--- src/rtl/cba_pkg.sv ---
`default_nettype none
// ============================================================================
// Module   : cba_pkg
// Purpose  : Default configuration constants for the pipelined carry-bypass
//            adder and a helper that reports whether a WIDTH / BLOCK /
//            PIPE_STAGES combination is legal.
// Revision : 1.0 - initial release
// ============================================================================
package cba_pkg;

  localparam int CBA_WIDTH       = 32;
  localparam int CBA_BLOCK       = 4;
  localparam int CBA_PIPE_STAGES = 2;

  // Legal when every segment splits evenly into whole bypass groups.
  function automatic bit cba_cfg_ok(input int width, input int block,
                                    input int stages);
    if (width < 1 || block < 1 || stages < 1) return 1'b0;
    return (width % (block * stages)) == 0;
  endfunction

endpackage
`default_nettype wire

--- src/rtl/cba_group.sv ---
`default_nettype none
// ============================================================================
// Module   : cba_group
// Purpose  : Combinational BLOCK-bit ripple group with carry bypass. When
//            every bit of the group propagates, the group carry-in is
//            forwarded straight to cout instead of waiting on the ripple.
// Ports    : a, b  - group operand bits
//            cin   - carry into the group
//            s     - group sum bits
//            cout  - carry out of the group
// Revision : 1.0 - initial release
// ============================================================================
module cba_group #(
  parameter int BLOCK = 4
) (
  input  logic [BLOCK-1:0] a,
  input  logic [BLOCK-1:0] b,
  input  logic             cin,
  output logic [BLOCK-1:0] s,
  output logic             cout
);

  logic [BLOCK:0] w_rc;
  logic           w_p;

  always_comb begin
    w_rc    = '0;
    s       = '0;
    w_rc[0] = cin;
    for (int i = 0; i < BLOCK; i++) begin
      s[i]      = a[i] ^ b[i] ^ w_rc[i];
      w_rc[i+1] = (a[i] & b[i]) | ((a[i] ^ b[i]) & w_rc[i]);
    end
  end

  // All-propagate makes the ripple result equal to cin anyway; the mux just
  // gives the long chain a short path around the group.
  assign w_p  = &(a ^ b);
  assign cout = w_p ? cin : w_rc[BLOCK];

endmodule
`default_nettype wire

--- src/rtl/pipelined_carry_bypass_adder.sv ---
`default_nettype none
// ============================================================================
// Module   : pipelined_carry_bypass_adder
// Purpose  : WIDTH-bit adder split into PIPE_STAGES register-separated
//            segments, each built from BLOCK-bit carry-bypass groups.
//            {c_out, sum} = in1 + in2 + c_in with valid/ready on both sides.
//            Optional macro CBA_SUB_EN adds the sub port (in1 + ~in2 + 1).
// Ports    : clk, rst            - clock, synchronous active-high reset
//            in_valid / in_ready - operand handshake
//            in1, in2, c_in      - operands and carry-in
//            sub                 - subtract select (CBA_SUB_EN only)
//            out_valid/out_ready - result handshake
//            sum, c_out          - result and carry out of bit WIDTH-1
// Revision : 1.0 - initial release
// ============================================================================
module pipelined_carry_bypass_adder
  import cba_pkg::*;
#(
  parameter int WIDTH       = CBA_WIDTH,
  parameter int BLOCK       = CBA_BLOCK,
  parameter int PIPE_STAGES = CBA_PIPE_STAGES
) (
  input  logic             clk,
  input  logic             rst,
  input  logic             in_valid,
  output logic             in_ready,
  input  logic [WIDTH-1:0] in1,
  input  logic [WIDTH-1:0] in2,
  input  logic             c_in,
`ifdef CBA_SUB_EN
  input  logic             sub,
`endif
  output logic             out_valid,
  input  logic             out_ready,
  output logic [WIDTH-1:0] sum,
  output logic             c_out
);

  localparam int SEG    = WIDTH / PIPE_STAGES;
  localparam int GROUPS = SEG / BLOCK;

  if (!cba_cfg_ok(WIDTH, BLOCK, PIPE_STAGES)) begin : g_bad_cfg
    $error("pipelined_carry_bypass_adder: illegal WIDTH/BLOCK/PIPE_STAGES");
  end

  // Operand conditioning: subtraction folds into the adder as ~in2 + 1.
  logic [WIDTH-1:0] w_b_eff;
  logic             w_cin_eff;
`ifdef CBA_SUB_EN
  assign w_b_eff   = sub ? ~in2 : in2;
  assign w_cin_eff = sub ? 1'b1 : c_in;
`else
  assign w_b_eff   = in2;
  assign w_cin_eff = c_in;
`endif

  // Input rank: operands captured on the accepting edge.
  logic             r_iv;
  logic [WIDTH-1:0] r_ia;
  logic [WIDTH-1:0] r_ib;
  logic             r_ic;

  // Segment ranks: stage k holds sum bits of segments 0..k, the carry into
  // segment k+1 and the operand bits still waiting to be added.
  logic             r_v [PIPE_STAGES];
  logic [WIDTH-1:0] r_a [PIPE_STAGES];
  logic [WIDTH-1:0] r_b [PIPE_STAGES];
  logic [WIDTH-1:0] r_s [PIPE_STAGES];
  logic             r_c [PIPE_STAGES];

  logic [SEG-1:0]   w_seg_s  [PIPE_STAGES];
  logic             w_seg_co [PIPE_STAGES];

  for (genvar k = 0; k < PIPE_STAGES; k++) begin : g_seg
    logic [SEG-1:0] w_a;
    logic [SEG-1:0] w_b;
    logic [SEG-1:0] w_s;
    logic           w_ci;

    if (k == 0) begin : g_src_in
      assign w_a  = r_ia[0 +: SEG];
      assign w_b  = r_ib[0 +: SEG];
      assign w_ci = r_ic;
    end else begin : g_src_stage
      assign w_a  = r_a[k-1][k*SEG +: SEG];
      assign w_b  = r_b[k-1][k*SEG +: SEG];
      assign w_ci = r_c[k-1];
    end

    // Each group owns its carry nets so the chain is a set of distinct
    // signals rather than one self-referencing vector.
    for (genvar g = 0; g < GROUPS; g++) begin : g_grp
      logic w_gci;
      logic w_gco;
      if (g == 0) begin : g_cin_seg
        assign w_gci = w_ci;
      end else begin : g_cin_prev
        assign w_gci = g_grp[g-1].w_gco;
      end
      cba_group #(.BLOCK(BLOCK)) u_group (
        .a    (w_a[g*BLOCK +: BLOCK]),
        .b    (w_b[g*BLOCK +: BLOCK]),
        .cin  (w_gci),
        .s    (w_s[g*BLOCK +: BLOCK]),
        .cout (w_gco)
      );
    end

    assign w_seg_s[k]  = w_s;
    assign w_seg_co[k] = g_grp[GROUPS-1].w_gco;
  end

  assign out_valid = r_v[PIPE_STAGES-1];
  assign sum       = r_s[PIPE_STAGES-1];
  assign c_out     = r_c[PIPE_STAGES-1];

  // Global lockstep stall: everything moves only when the output slot is
  // free or being drained this cycle.
  assign in_ready  = ~out_valid | out_ready;

  always_ff @(posedge clk) begin
    if (rst) begin
      r_iv <= 1'b0;
      r_ia <= '0;
      r_ib <= '0;
      r_ic <= 1'b0;
      for (int k = 0; k < PIPE_STAGES; k++) begin
        r_v[k] <= 1'b0;
        r_a[k] <= '0;
        r_b[k] <= '0;
        r_s[k] <= '0;
        r_c[k] <= 1'b0;
      end
    end else if (in_ready) begin
      r_iv <= in_valid;
      if (in_valid) begin
        r_ia <= in1;
        r_ib <= w_b_eff;
        r_ic <= w_cin_eff;
      end
      r_v[0]            <= r_iv;
      r_a[0]            <= r_ia;
      r_b[0]            <= r_ib;
      r_s[0][0 +: SEG]  <= w_seg_s[0];
      r_c[0]            <= w_seg_co[0];
      for (int k = 1; k < PIPE_STAGES; k++) begin
        r_v[k]              <= r_v[k-1];
        r_a[k]              <= r_a[k-1];
        r_b[k]              <= r_b[k-1];
        r_s[k]              <= r_s[k-1];
        r_s[k][k*SEG +: SEG] <= w_seg_s[k];
        r_c[k]              <= w_seg_co[k];
      end
    end
  end

  // Operand copies in the last stage have no further consumer.
  logic w_unused;
  assign w_unused = ^{r_a[PIPE_STAGES-1], r_b[PIPE_STAGES-1]};

endmodule
`default_nettype wire

--- config.mk ---
export PLATFORM = sky130hd
export DESIGN_NAME = pipelined_carry_bypass_adder
export DESIGN_NICKNAME = d
export VERILOG_FILES = /design/src/rtl/cba_pkg.sv /design/src/rtl/cba_group.sv /design/src/rtl/pipelined_carry_bypass_adder.sv
export SDC_FILE = /design/constraint.sdc
export NUM_CORES = 1
export LEC_CHECK = 0
export CORE_MARGIN = 4
export CORE_UTILIZATION = 35
export DETAILED_ROUTE_END_ITERATION = 12
export GPL_TIMING_DRIVEN = 0
export HOLD_SLACK_MARGIN = 0.1
export SYNTH_ARGS = -nofsm -noshare
export SYNTH_HDL_FRONTEND = slang
export SYNTH_SLANG_ARGS = --single-unit
export TNS_END_PERCENT = 5
--- constraint.sdc ---
create_clock -name clk -period 15.7 [get_ports clk]
set_input_delay 3.14 -clock clk [delete_from_list [all_inputs] [get_ports clk]]
set_output_delay 3.14 -clock clk [all_outputs]
set_load 0.05 [all_outputs]
Word-level counts from Yosys, hierarchy flattened

Memory sizes are Yosys's and may differ from the RTL's.
Index checks and enable logic that the tools add are counted.
Widths: inputs -> output; s select.

RAM bits: 196
Word-level logic and storage cells: 223
Flip-flop bits (word level): 66
Memories kept: 5
Input port bits: 69
Output and inout port bits: 35

Bitwise operators: 181
Multiplexer cells: 24
Reductions and logical operators: 9

Memories:

| memory | depth | bits a word | read ports | clocked after Yosys merged registers in | write ports | line                               | RTL |
|---|---|---|---|---|---|---|---|
| r_a    | 2     | 32          | 1          | 0                                       | 2           | pipelined_carry_bypass_adder.sv:66 | `logic [WIDTH-1:0] r_a [PIPE_STAGES];` |
| r_b    | 2     | 32          | 1          | 0                                       | 2           | pipelined_carry_bypass_adder.sv:67 | `logic [WIDTH-1:0] r_b [PIPE_STAGES];` |
| r_s    | 2     | 32          | 2          | 0                                       | 2           | pipelined_carry_bypass_adder.sv:68 | `logic [WIDTH-1:0] r_s [PIPE_STAGES];` |
| r_c    | 2     | 1           | 2          | 0                                       | 2           | pipelined_carry_bypass_adder.sv:69 | `logic r_c [PIPE_STAGES];` |
| r_v    | 2     | 1           | 2          | 0                                       | 2           | pipelined_carry_bypass_adder.sv:65 | `logic r_v [PIPE_STAGES];` |

Operator list:

| operator         | number |
|---|---|
| $mux 32          | 5 |
| $and 1x1->1      | 64 |
| $xor 1x1->1      | 64 |
| $or 1x1->1       | 44 |
| $mux 16          | 2 |
| $reduce_and 4->1 | 8 |
| $xor 4x4->4      | 8 |
| $mux 1           | 17 |
| $reduce_and 2->1 | 1 |
| $not 1->1        | 1 |

Depth between registers and ports, before layout

Gate-level depths: netlist of the first run.

Depth after elaboration: 38
Mapped depth: 27
Gate-level depth less buffers: 27

Cells and area by module

Synthesis of the first run repeated with hierarchy kept, for this count alone.

Cell total of the unflattened synthesis: 634
Area total of the unflattened synthesis: 7,085.5 sq um

Modules (own cells, without submodules):

| module                       | cells each | seq. area each (sq um) | area each (sq um) | times used |
|---|---|---|---|---|
| pipelined_carry_bypass_adder | 482        | 3,843.7                | 5,644.2           | 1 |
| cba_group                    | 19         | 0.0                    | 180.2             | 8 |

Worst setup path after synthesis of the first run

OpenSTA, ideal clock, no wires.

Kind: register to register
Start point: memory r_c[0][0]
End point: memory r_s[1][31] (netlist bit) (data pin)
Library setup time: 0.255 ns
Required time: 15.445 ns
Slack: 7.542 ns
Stages on the path, launching flop included: 26
Arrival time: 7.903 ns
Period minus slack after synthesis: 8.158 ns
Path buffers: 0
Cell sequence: edfxtp_1 fa_1 inv_1 fa_1 fa_1 fa_1 inv_1 mux2i_1 fa_1 fa_1 fa_1 fa_1 a41oi_1 nor2_1 fa_1 fa_1 fa_1 fa_1 nand2_1 nand2_1 fa_1 fa_1 fa_1 inv_1 fa_1 and2_1

RTL lines:

| element            | line |
|---|---|
| start: declaration | pipelined_carry_bypass_adder.sv:69 |
| end: declaration   | pipelined_carry_bypass_adder.sv:68 |

==> impl_metrics.csv, run 1 <==
group,metric,value,unit
sta,clock_skew,7.88,ps
sta,max_freq,0.117,GHz
pwr,p_int,0.000740,W
grt,track_usage,0.139,
pwr,sw_frac_of_total,0.239,
worst_setup_path,start_kind,"flip-flop",
cts,cts.htree.levels,4,
worst_hold_path,holdPathEnd,"r_ia[18]",
worst_setup_path,cp_common_cell,"fa_1",
place,dp_hpwl,10900,microns
worst_hold_path,hold-path-cell-count,2,
synthesis,synth_seq_area_share,0.555,
cts,cts_num_sinks,150,
synthesis,yosysWarnings,0,
pwr,p_leak,3.60,nW
floorplanning,io-pin-count,104,
pwr,p_comb_frac,0.121,
grt,grt_pass1_vias,4820,
floorplanning,rows,51,
floorplanning,die_area,22100,sq um
cts,post_cts_resized,0,
synthesis,yosys.cell_types.count,27,
worst_setup_path,path_class,"reg2reg",
route,drt_wl_total,14700,microns
worst_setup_path,cp_top_family,"adder cells",
place,io_buffers,102,
worst_hold_path,hp-class,"reg2reg",
route,ant_nets,0,
grt,gr-total-overflow,0,
route,vias,4456,
pwr,p_clk_frac,0.413,
cts,post-cts-setup-buffers,0,
grt,grt_max_degree,68,
sta,worst_pin_slew,905,ps
worst_setup_path,r2r_cells,25,
sta,fin_crit_sh,0.543,
sta,slew_headroom,0.396,
worst_hold_path,holdCritStartpoint,"r_ia[18]",
worst_setup_path,r2r-start,"r_c[0][0]",
flow_run,drv_cap,0,
sta,rsz0062_at_grt,"false",
cells_and_area,diodes,0,
floorplanning,start_util,0.356,
pwr,p_switching,0.000232,W
synthesis,ys_ff_latch,150,
pwr,irDropWorstVdd,76.6,uV
route,via_per_inst,4.46,
worst_setup_path,r2r_setup_slack,7180,ps
synthesis,syn_nets,733,
grt,grt_pass1_wl,23600,microns
cts,cts-root-buf,"clkbuf_16",
cells_and_area,mostFrequentLayoutCells,"nand2_1 (107), clkdlybuf4s50_1 (102), edfxtp_1 (84), and2_1 (67), dfxtp_1 (66)",
cells_and_area,num-nets-final,855,
grt,antenna_found_initial,0,
cts,postCtsHoldBufs,0,
synthesis,syn_area_per_cell,11.6,sq um
cells_and_area,layout_commonest_cell,"nand2_1",
floorplanning,die-height,149,microns
worst_setup_path,cp.required,15870,ps
status,status,"finished clean",
worst_setup_path,endpoint_kind,"flip-flop",
sta,timing.setup.tns,0,ps
cells_and_area,syn_to_final_growth,28.7,%
cts,clockBufferDepth,2,
worst_setup_path,r2r-end,"r_s[1][31]",
pwr,power_density,109,nW/um^2
route,drtPass1Iterations,4,
floorplanning,core,19500,sq um
cts,tritoncts,"built",
worst_setup_path,crit_buf_inv,3,
floorplanning,die_w,149,microns
sta,finalSetupViolations,0,
cts,clk_pin_slew_worst_paths,60,ps
route,wl_per_cell,14.7,microns
worst_setup_path,crit_arrival,8690,ps
synthesis,synth_area,6930,sq um
cts,clock_latency,420,ps
sta,hold_viol,0,
cells_and_area,drive_gt1_frac,0.158,
pwr,power,0.000972,W
pwr,seqPwrFrac,0.466,
route,drc_errors,0,
cts,cts_made_buffers,17,
place,place_congestion,0.795,
sta,whs,451,ps
worst_setup_path,crit_path_max_incr_delay,480,ps
route,drtIter0Drc,128,
sta,drv_slew,0,
synthesis,syn_inst,600,
worst_setup_path,worst_path_max_delay_cell,"fa_1",
worst_setup_path,cp_max_fo,3,
sta,fin_crit,8520,ps
==> worst min-delay path: stages, from the launching register on <==
cell     delay, ps
dfxtp_1        300
nand2_1         50
a21oi_1         50
==> state kept, by name, indices dropped and copies added (netlist names) <==
signal	flops
r_ib	32
r_b	16
r_a	16
r_ia	32
g_seg.g_grp.w_gci	1
r_iv	1
r_v	2
r_s	48
r_c	2
==> power by group through the flow <==
stage                     sequential, W  combinational, W  clock [W]
after detailed placement       0.000461          0.000119          0
after global placement         0.000461          0.000116          0
after global routing           0.000456          0.000129   0.000426
final                          0.000453          0.000117   0.000402
after floorplan                0.000481         0.0000487          0
after CTS                      0.000453          0.000120   0.000408
==> Yosys cell counts <==
library cell / instances / share of area
a21oi_1: 41 / 0.030
a21oi_2: 29 / 0.037
a31o_1: 1 / 0.0013
a41oi_1: 1 / 0.0013
and2_1: 67 / 0.060
and3_1: 1 / 0.00090
buf_2: 6 / 0.0043
buf_4: 4 / 0.0043
buf_6: 8 / 0.013
clkbuf_1: 10 / 0.0054
clkbuf_2: 3 / 0.0022
dfxtp_1: 66 / 0.19
edfxtp_1: 84 / 0.36
fa_1: 32 / 0.092
ha_1: 32 / 0.058
inv_1: 39 / 0.021
inv_4: 1 / 0.00090
mux2_2: 1 / 0.0016
mux2i_1: 1 / 0.0014
nand2_1: 107 / 0.058
nand2_2: 31 / 0.028
nand2b_1: 2 / 0.0018
nand4_1: 8 / 0.0072
nor2_1: 21 / 0.011
nor2_2: 1 / 0.00090
nor2b_4: 1 / 0.0020
o21ai_0: 2 / 0.0014
==> stage by stage <==
stage | instance area (sq um) | util | instances | worst slack (ps)
after floorplan | 6930 | - | 600 | 7540
after global placement | 8280 | 0.426 | 967 | 7140
after detailed placement | 8320 | 0.427 | 968 | 7090
after CTS | 8920 | 0.458 | 1000 | 7080
after global routing | 8920 | 0.458 | 1000 | 6740
final | 8920 | 0.458 | 1000 | 7180
==> how the worst max path moves through the flow <==
stage               slack (ps)  cells past startpoint          to       start
detailed placement        7090                     25  r_s[1][31]  r_b[0][16]
floorplan                 7540                     25  r_s[1][31]   r_c[0][0]
global route              6740                     25  r_s[1][31]   r_c[0][0]
CTS                       7080                     25  r_s[1][31]   r_c[0][0]
global placement          7140                     25  r_s[1][31]   r_c[0][0]
finish                    7180                     25  r_s[1][31]   r_c[0][0]
==> final cells by class <==
class	instances	area (sq um)
plain buffers	31	203
clock buffers	27	572
clock inverters	5	28.8
fillers	1814	10500
inverters	40	153
multi-input cells	379	2740
flip-flops and latches	150	3840
well taps	265	332
repair buffers	103	1050
==> logic make-up after synthesis <==
family                   share of synthesized area
multiplexers                               0.00307
AND/OR/NAND/NOR                              0.171
flip-flops                                   0.555
AO/OA/AOI/OAI                               0.0702
adder cells (fa/ha/maj)                      0.150
buffers and inverters                       0.0513
==> per-layer routing <==
| layer | track usage | share of wire | vias to the layer above |
|---|---|---|---|
| li1 | - | - | 2187 |
| met1 | 0.153 | 0.40 | 2146 |
| met4 | 0.0624 | 0.028 | 0 |
| met2 | 0.252 | 0.53 | 92 |
| met5 | 0 | 0 | - |
| met3 | 0.0353 | 0.043 | 31 |
Note: power is estimated with default switching activity, not from simulation.
==> run 2, diff against run 1 <==
==> constraint.sdc (replaced) <==
create_clock -name clk -period 8.5 [get_ports clk]
set_input_delay 1.7 -clock clk [delete_from_list [all_inputs] [get_ports clk]]
set_output_delay 1.7 -clock clk [all_outputs]
set_load 0.05 [all_outputs]
==> run 2 against run 1 <==
  * Critical path depth up 2
  * Critical path type unchanged
  * Routed wire length up 0.44%
  * Maximum frequency up 5.1%
  * Setup slack worse by 6800 ps
  * Highest routed layer unchanged
  * Global-route usage about the same
  * Combinational power up 86%
  * Final cell count unchanged
  * Worst hold slack about the same
  * Utilization up 0.22 points
  * Cell area up 0.49%
  * Clock skew about the same
  * Register-to-register slack worse by 6800 ps
  * Largest cell class unchanged
==> impl_metrics.csv, run 2 (synthesized netlist as in run 1, its figures left out) <==
group,metric,value,unit
cts,cts.htree.levels,4,
cells_and_area,layout_commonest_cell,"nand2_1",
cells_and_area,num-nets-final,855,
sta,fin_crit,8110,ps
cts,post_cts_resized,4,
cts,clock_latency,420,ps
cts,clk_pin_slew_worst_paths,60,ps
cells_and_area,largest_reg_flops,48,
worst_setup_path,start_kind,"flip-flop",
cells_and_area,num-fill-cells,1812,
floorplanning,core,19500,sq um
route,ant_nets,0,
route,drt_wl_total,14800,microns
cells_and_area,diodes,0,
floorplanning,io-pin-count,104,
route,routed-wl-met2,7900,microns
route,wl_met3,637,microns
sta,rsz0062_at_grt,"false",
pwr,p_leak,3.59,nW
pwr,power_density,201,nW/um^2
worst_hold_path,holdPathEnd,"r_ia[18]",
cells_and_area,syn_to_final_growth,29.3,%
cells_and_area,drive_gt1_frac,0.178,
worst_setup_path,r2r_setup_slack,390,ps
worst_setup_path,cp.required,8640,ps
route,drtIter0Drc,145,
cts,tritoncts,"built",
sta,max_freq,0.123,GHz
sta,finalSetupViolations,0,
place,place_congestion,0.795,
sta,timing.setup.tns,0,ps
floorplanning,rows,51,
cells_and_area,reg.largest.list,"r_s (48), r_ia (32), r_ib (32)",
worst_setup_path,crit_arrival,8240,ps
floorplanning,die_area,22100,sq um
worst_hold_path,holdCritStartpoint,"r_ia[18]",
grt,grt_pass1_wl,23700,microns
place,io_buffers,102,
route,drc_errors,0,
worst_setup_path,r2r_cells,27,
grt,grt_pass1_vias,4819,
worst_setup_path,r2r-start,"g_seg[0].g_grp[0].w_gci",
worst_setup_path,endpoint_kind,"flip-flop",
route,wl_per_cell,14.8,microns
cells_and_area,fin_area,8960,sq um
grt,track_usage,0.139,
sta,slew_headroom,0.401,
floorplanning,die-height,149,microns
cells_and_area,mostFrequentLayoutCells,"nand2_1 (107), clkdlybuf4s50_1 (102), edfxtp_1 (84), and2_1 (67), dfxtp_1 (66)",
worst_setup_path,path_class,"reg2reg",
grt,grt_max_degree,68,
sta,worst_pin_slew,898,ps
place,placed_cell_area,8320,sq um
cts,post-cts-setup-buffers,0,
route,drtPass1Iterations,6,
place,preCtsSetupSlack,-111,ps
pwr,irDropWorstVdd,141,uV
cells_and_area,seq_area,3840,sq um
floorplanning,start_util,0.356,
route,vias,4444,
grt,gr-total-overflow,0,
worst_setup_path,r2r-end,"r_c[0][0]",
cells_and_area,top_register,"r_s",
route,m1WireLength,5890,microns
sta,fin_crit_sh,0.954,
cts,cts_made_buffers,17,
sta,setup_ws,394,ps
floorplanning,die_w,149,microns
grt,antenna_found_initial,0,
cts,cts-root-buf,"clkbuf_16",
cts,cts_num_sinks,150,
worst_hold_path,hp-class,"reg2reg",
sta,clock_skew,7.67,ps
cts,postCtsHoldBufs,0,
worst_hold_path,hold-path-cell-count,2,
cells_and_area,multi_input_area,2780,sq um
route,top_layer_used,"met4",
cts,clockBufferDepth,2,
status,status,"finished clean",
worst_setup_path,cp_max_fo,3,
cells_and_area,final_cells,1000,
sta,hold_viol,0,
flow_run,drv_cap,0,
route,via_per_inst,4.44,
sta,drv_slew,0,
place,dp_hpwl,10900,microns
place,place_inst,968,
## run 2: how the worst max path moves through the flow
stage                       startpoint          to  slack, ps  depth (start not counted)
4_1_cts                      r_c[0][0]  r_s[1][31]         10                         25
5_1_grt        g_seg[0].g_grp[0].w_gci   r_c[0][0]         30                         27
3_5_place_dp                r_b[0][16]  r_s[1][31]       -110                         25
6_report       g_seg[0].g_grp[0].w_gci   r_c[0][0]        390                         27
2_1_floorplan                r_c[0][0]  r_s[1][31]        340                         25
3_3_place_gp                 r_c[0][0]  r_s[1][31]        -60                         25
## run 2: power breakdown
| group | total [W] | internal (W) | switching, W |
|---|---|---|---|
| Clock | 0.000743 | 0.000461 | 0.000282 |
| Combinational | 0.000218 | 0.0000932 | 0.000125 |
| Sequential | 0.000837 | 0.000813 | 0.0000236 |
## run 2: routing by layer
metal | vias up | GRT usage
met4 | 0 | 0.0624
met5 | - | 0
li1 | 2181 | -
met1 | 2148 | 0.153
met2 | 89 | 0.253
met3 | 26 | 0.0353
## run 2: final cells by class
cell class | count | area share
flip-flops and latches | 150 | 0.429
multi-input cells | 379 | 0.310
repair buffers | 103 | 0.117
clock buffers | 27 | 0.0638
well taps | 265 | 0.0370
plain buffers | 31 | 0.0226
inverters | 40 | 0.0170
clock inverters | 5 | 0.00321
## run 2: per-stage QoR
stage          total power [W]  hold WS [ps]   util
3_3_place_gp           0.00107           439  0.426
6_report               0.00180           451  0.460
5_1_grt                0.00187           478  0.460
3_5_place_dp           0.00107           446  0.427
4_1_cts                0.00181           454  0.459
2_1_floorplan         0.000979           432      -
## run 2: worst max-delay path, stage by stage, from the launching register on
cell and delay [ps]:
dfxtp_1 330, inv_1 90, fa_1 170, inv_1 50
fa_1 450, fa_1 460, fa_1 440, mux2_2 320
fa_1 470, fa_2 420, fa_1 450, fa_1 420
inv_1 80, a21oi_1 90, fa_2 410, fa_2 410
fa_2 410, fa_2 410, nand2_1 70, nand2_1 90
fa_2 420, fa_1 460, fa_1 430, inv_1 90
fa_1 170, nand2_1 50, nand2_1 60, a21oi_1 80
==> run 3, diff against run 2 <==
==> constraint.sdc (replaced) <==
create_clock -name clk -period 6.9 [get_ports clk]
set_input_delay 1.38 -clock clk [delete_from_list [all_inputs] [get_ports clk]]
set_output_delay 1.38 -clock clk [all_outputs]
set_load 0.05 [all_outputs]
==> run 3 against run 2 <==
  * The flow now finishes with violations (setup timing)
  * Critical path depth down 2
  * Maximum frequency rose by 16%
  * Clock power is 26% higher
  * Sequential power rose by 23%
  * Combinational power increased by 25%
  * Total power is 25% higher
  * Die area unchanged
  * Clock skew fell by 0.67 ps
==> impl_metrics.csv, run 3 (synthesized netlist as in run 1, its figures left out) <==
group,metric,value,unit
status,status,"complete, but fails checks",
status,violations,"setup timing",
sta,setup_ws,-60.9,ps
pwr,irDropWorstVdd,181,uV
worst_setup_path,crit_arrival,7140,ps
grt,grt_pass1_vias,4724,
cts,postCtsHoldBufs,0,
grt,antenna_found_initial,0,
floorplanning,rows,51,
cells_and_area,syn_to_final_growth,30.9,%
cells_and_area,final_cells,1005,
floorplanning,die_area,22100,sq um
route,drtIter0Drc,132,
cells_and_area,layout_commonest_cell,"nand2_1",
cells_and_area,drive_gt1_frac,0.228,
grt,grt_pass1_wl,23600,microns
worst_setup_path,cp.required,7080,ps
cts,clk_pin_slew_worst_paths,60,ps
worst_setup_path,endpoint_kind,"flip-flop",
place,place_congestion,0.790,
sta,worst_pin_slew,868,ps
worst_setup_path,path_class,"reg2reg",
place,place_inst,968,
cells_and_area,fin_area,9070,sq um
sta,timing.setup.tns,-60.9,ps
route,wl_per_cell,14.7,microns
worst_setup_path,crit_buf_inv,3,
grt,grt_max_degree,53,
route,via_per_inst,4.39,
route,drt_wl_total,14800,microns
sta,slew_headroom,0.421,
route,ant_nets,0,
floorplanning,start_util,0.356,
worst_setup_path,worst_path_max_delay_cell,"fa_1",
floorplanning,die-height,149,microns
worst_setup_path,start_kind,"flip-flop",
sta,hold_viol,0,
cts,cts_made_buffers,17,
sta,fin_crit,6960,ps
cts,clockBufferDepth,2,
cells_and_area,num-nets-final,860,
cts,cts.htree.levels,4,
place,dp_hpwl,11200,microns
route,drc_errors,0,
sta,fin_crit_sh,1.01,
sta,clock_skew,6.99,ps
worst_setup_path,cp_top_family,"adder cells",
floorplanning,core,19500,sq um
grt,gr-total-overflow,0,
place,placed_cell_area,8390,sq um
cells_and_area,largest_reg_flops,48,
sta,drv_slew,0,
cts,cts_num_sinks,150,
cells_and_area,reg.largest.list,"r_s (48), r_ia (32), r_ib (32)",
pwr,p_leak,3.59,nW
grt,track_usage,0.140,
worst_setup_path,crit_path_max_incr_delay,420,ps
cts,tritoncts,"built",
sta,max_freq,0.144,GHz
floorplanning,io-pin-count,104,
worst_setup_path,cp_max_fo,2,
cells_and_area,mostFrequentLayoutCells,"nand2_1 (105), clkdlybuf4s50_1 (102), edfxtp_1 (84), and2_1 (66), dfxtp_1 (63)",
pwr,power_density,247,nW/um^2
route,vias,4411,
flow_run,drv_cap,0,
cts,cts-root-buf,"clkbuf_16",
sta,rsz0062_at_grt,"true",
cts,clock_latency,420,ps
floorplanning,die_w,149,microns
worst_hold_path,hp-class,"reg2reg",
cells_and_area,diodes,0,
worst_setup_path,cp_common_cell,"fa_2",
sta,finalSetupViolations,1,
route,drtPass1Iterations,4,
place,io_buffers,102,
cells_and_area,top_register,"r_s",
==> run 3: final timing paths <==
path / startpoint / to / slack (ps) / cells past startpoint
worst max-delay path: r_a[0][16] / r_s[1][31] / -60 / 25
worst min register to register: r_ia[16] / r_ia[16] / 450 / 2
worst max register to register: r_a[0][16] / r_s[1][31] / -60 / 25
worst min-delay path: r_ia[16] / r_ia[16] / 450 / 2
==> run 3: through the flow <==
stage | hold WS (ps) | util | total power (W) | worst slack, ps
after floorplan | 432 | - | 0.00121 | -16.5
after global routing | 475 | 0.466 | 0.00233 | -293
after CTS | 454 | 0.466 | 0.00226 | -325
final | 455 | 0.466 | 0.00224 | -60.9
after detailed placement | 446 | 0.431 | 0.00132 | -400
after global placement | 438 | 0.429 | 0.00132 | -317
==> run 3: worst min-delay path: cells and delay by family, from the launching register on <==
kind / cells / cell delay (ps)
DFF: 1 / 300
and+or+nand+nor: 1 / 50
AOI/OAI and AO/OA: 1 / 50
==> run 3: repair_timing <==
item                                    CTS  global route
buffers inserted                          5             0
endpoints found under the setup margin    5             6
hold endpoints to repair                  0             0
gates resized for setup                  20             2
pin swaps                                33            17
gates cloned                              0             0
==> run 3: routing by layer <==
layer  vias up  GRT usage  wire, microns
met1      2119      0.151           5790
li1       2189          -              -
met4         0     0.0591            327
met5         -          0              0
met2        79      0.265           8140
met3        24     0.0283            504
==> run 3: where the power goes <==
| part | internal [W] | switching [W] |
|---|---|---|
| Combinational | 0.000117 | 0.000155 |
| Clock | 0.000577 | 0.000358 |
| Sequential | 0.00100 | 0.0000309 |
==> run 3: final cells by class <==
| type | instances | area (sq um) |
|---|---|---|
| Buffer | 31 | 203 |
| Clock buffer | 20 | 447 |
| Multi-Input combinational cell | 379 | 2850 |
| Timing Repair Buffer | 108 | 1090 |
| Fill cell | 1768 | 10400 |
| Sequential cell | 150 | 3850 |
| Inverter | 40 | 153 |
| Clock inverter | 12 | 154 |
| Tap cell | 265 | 332 |
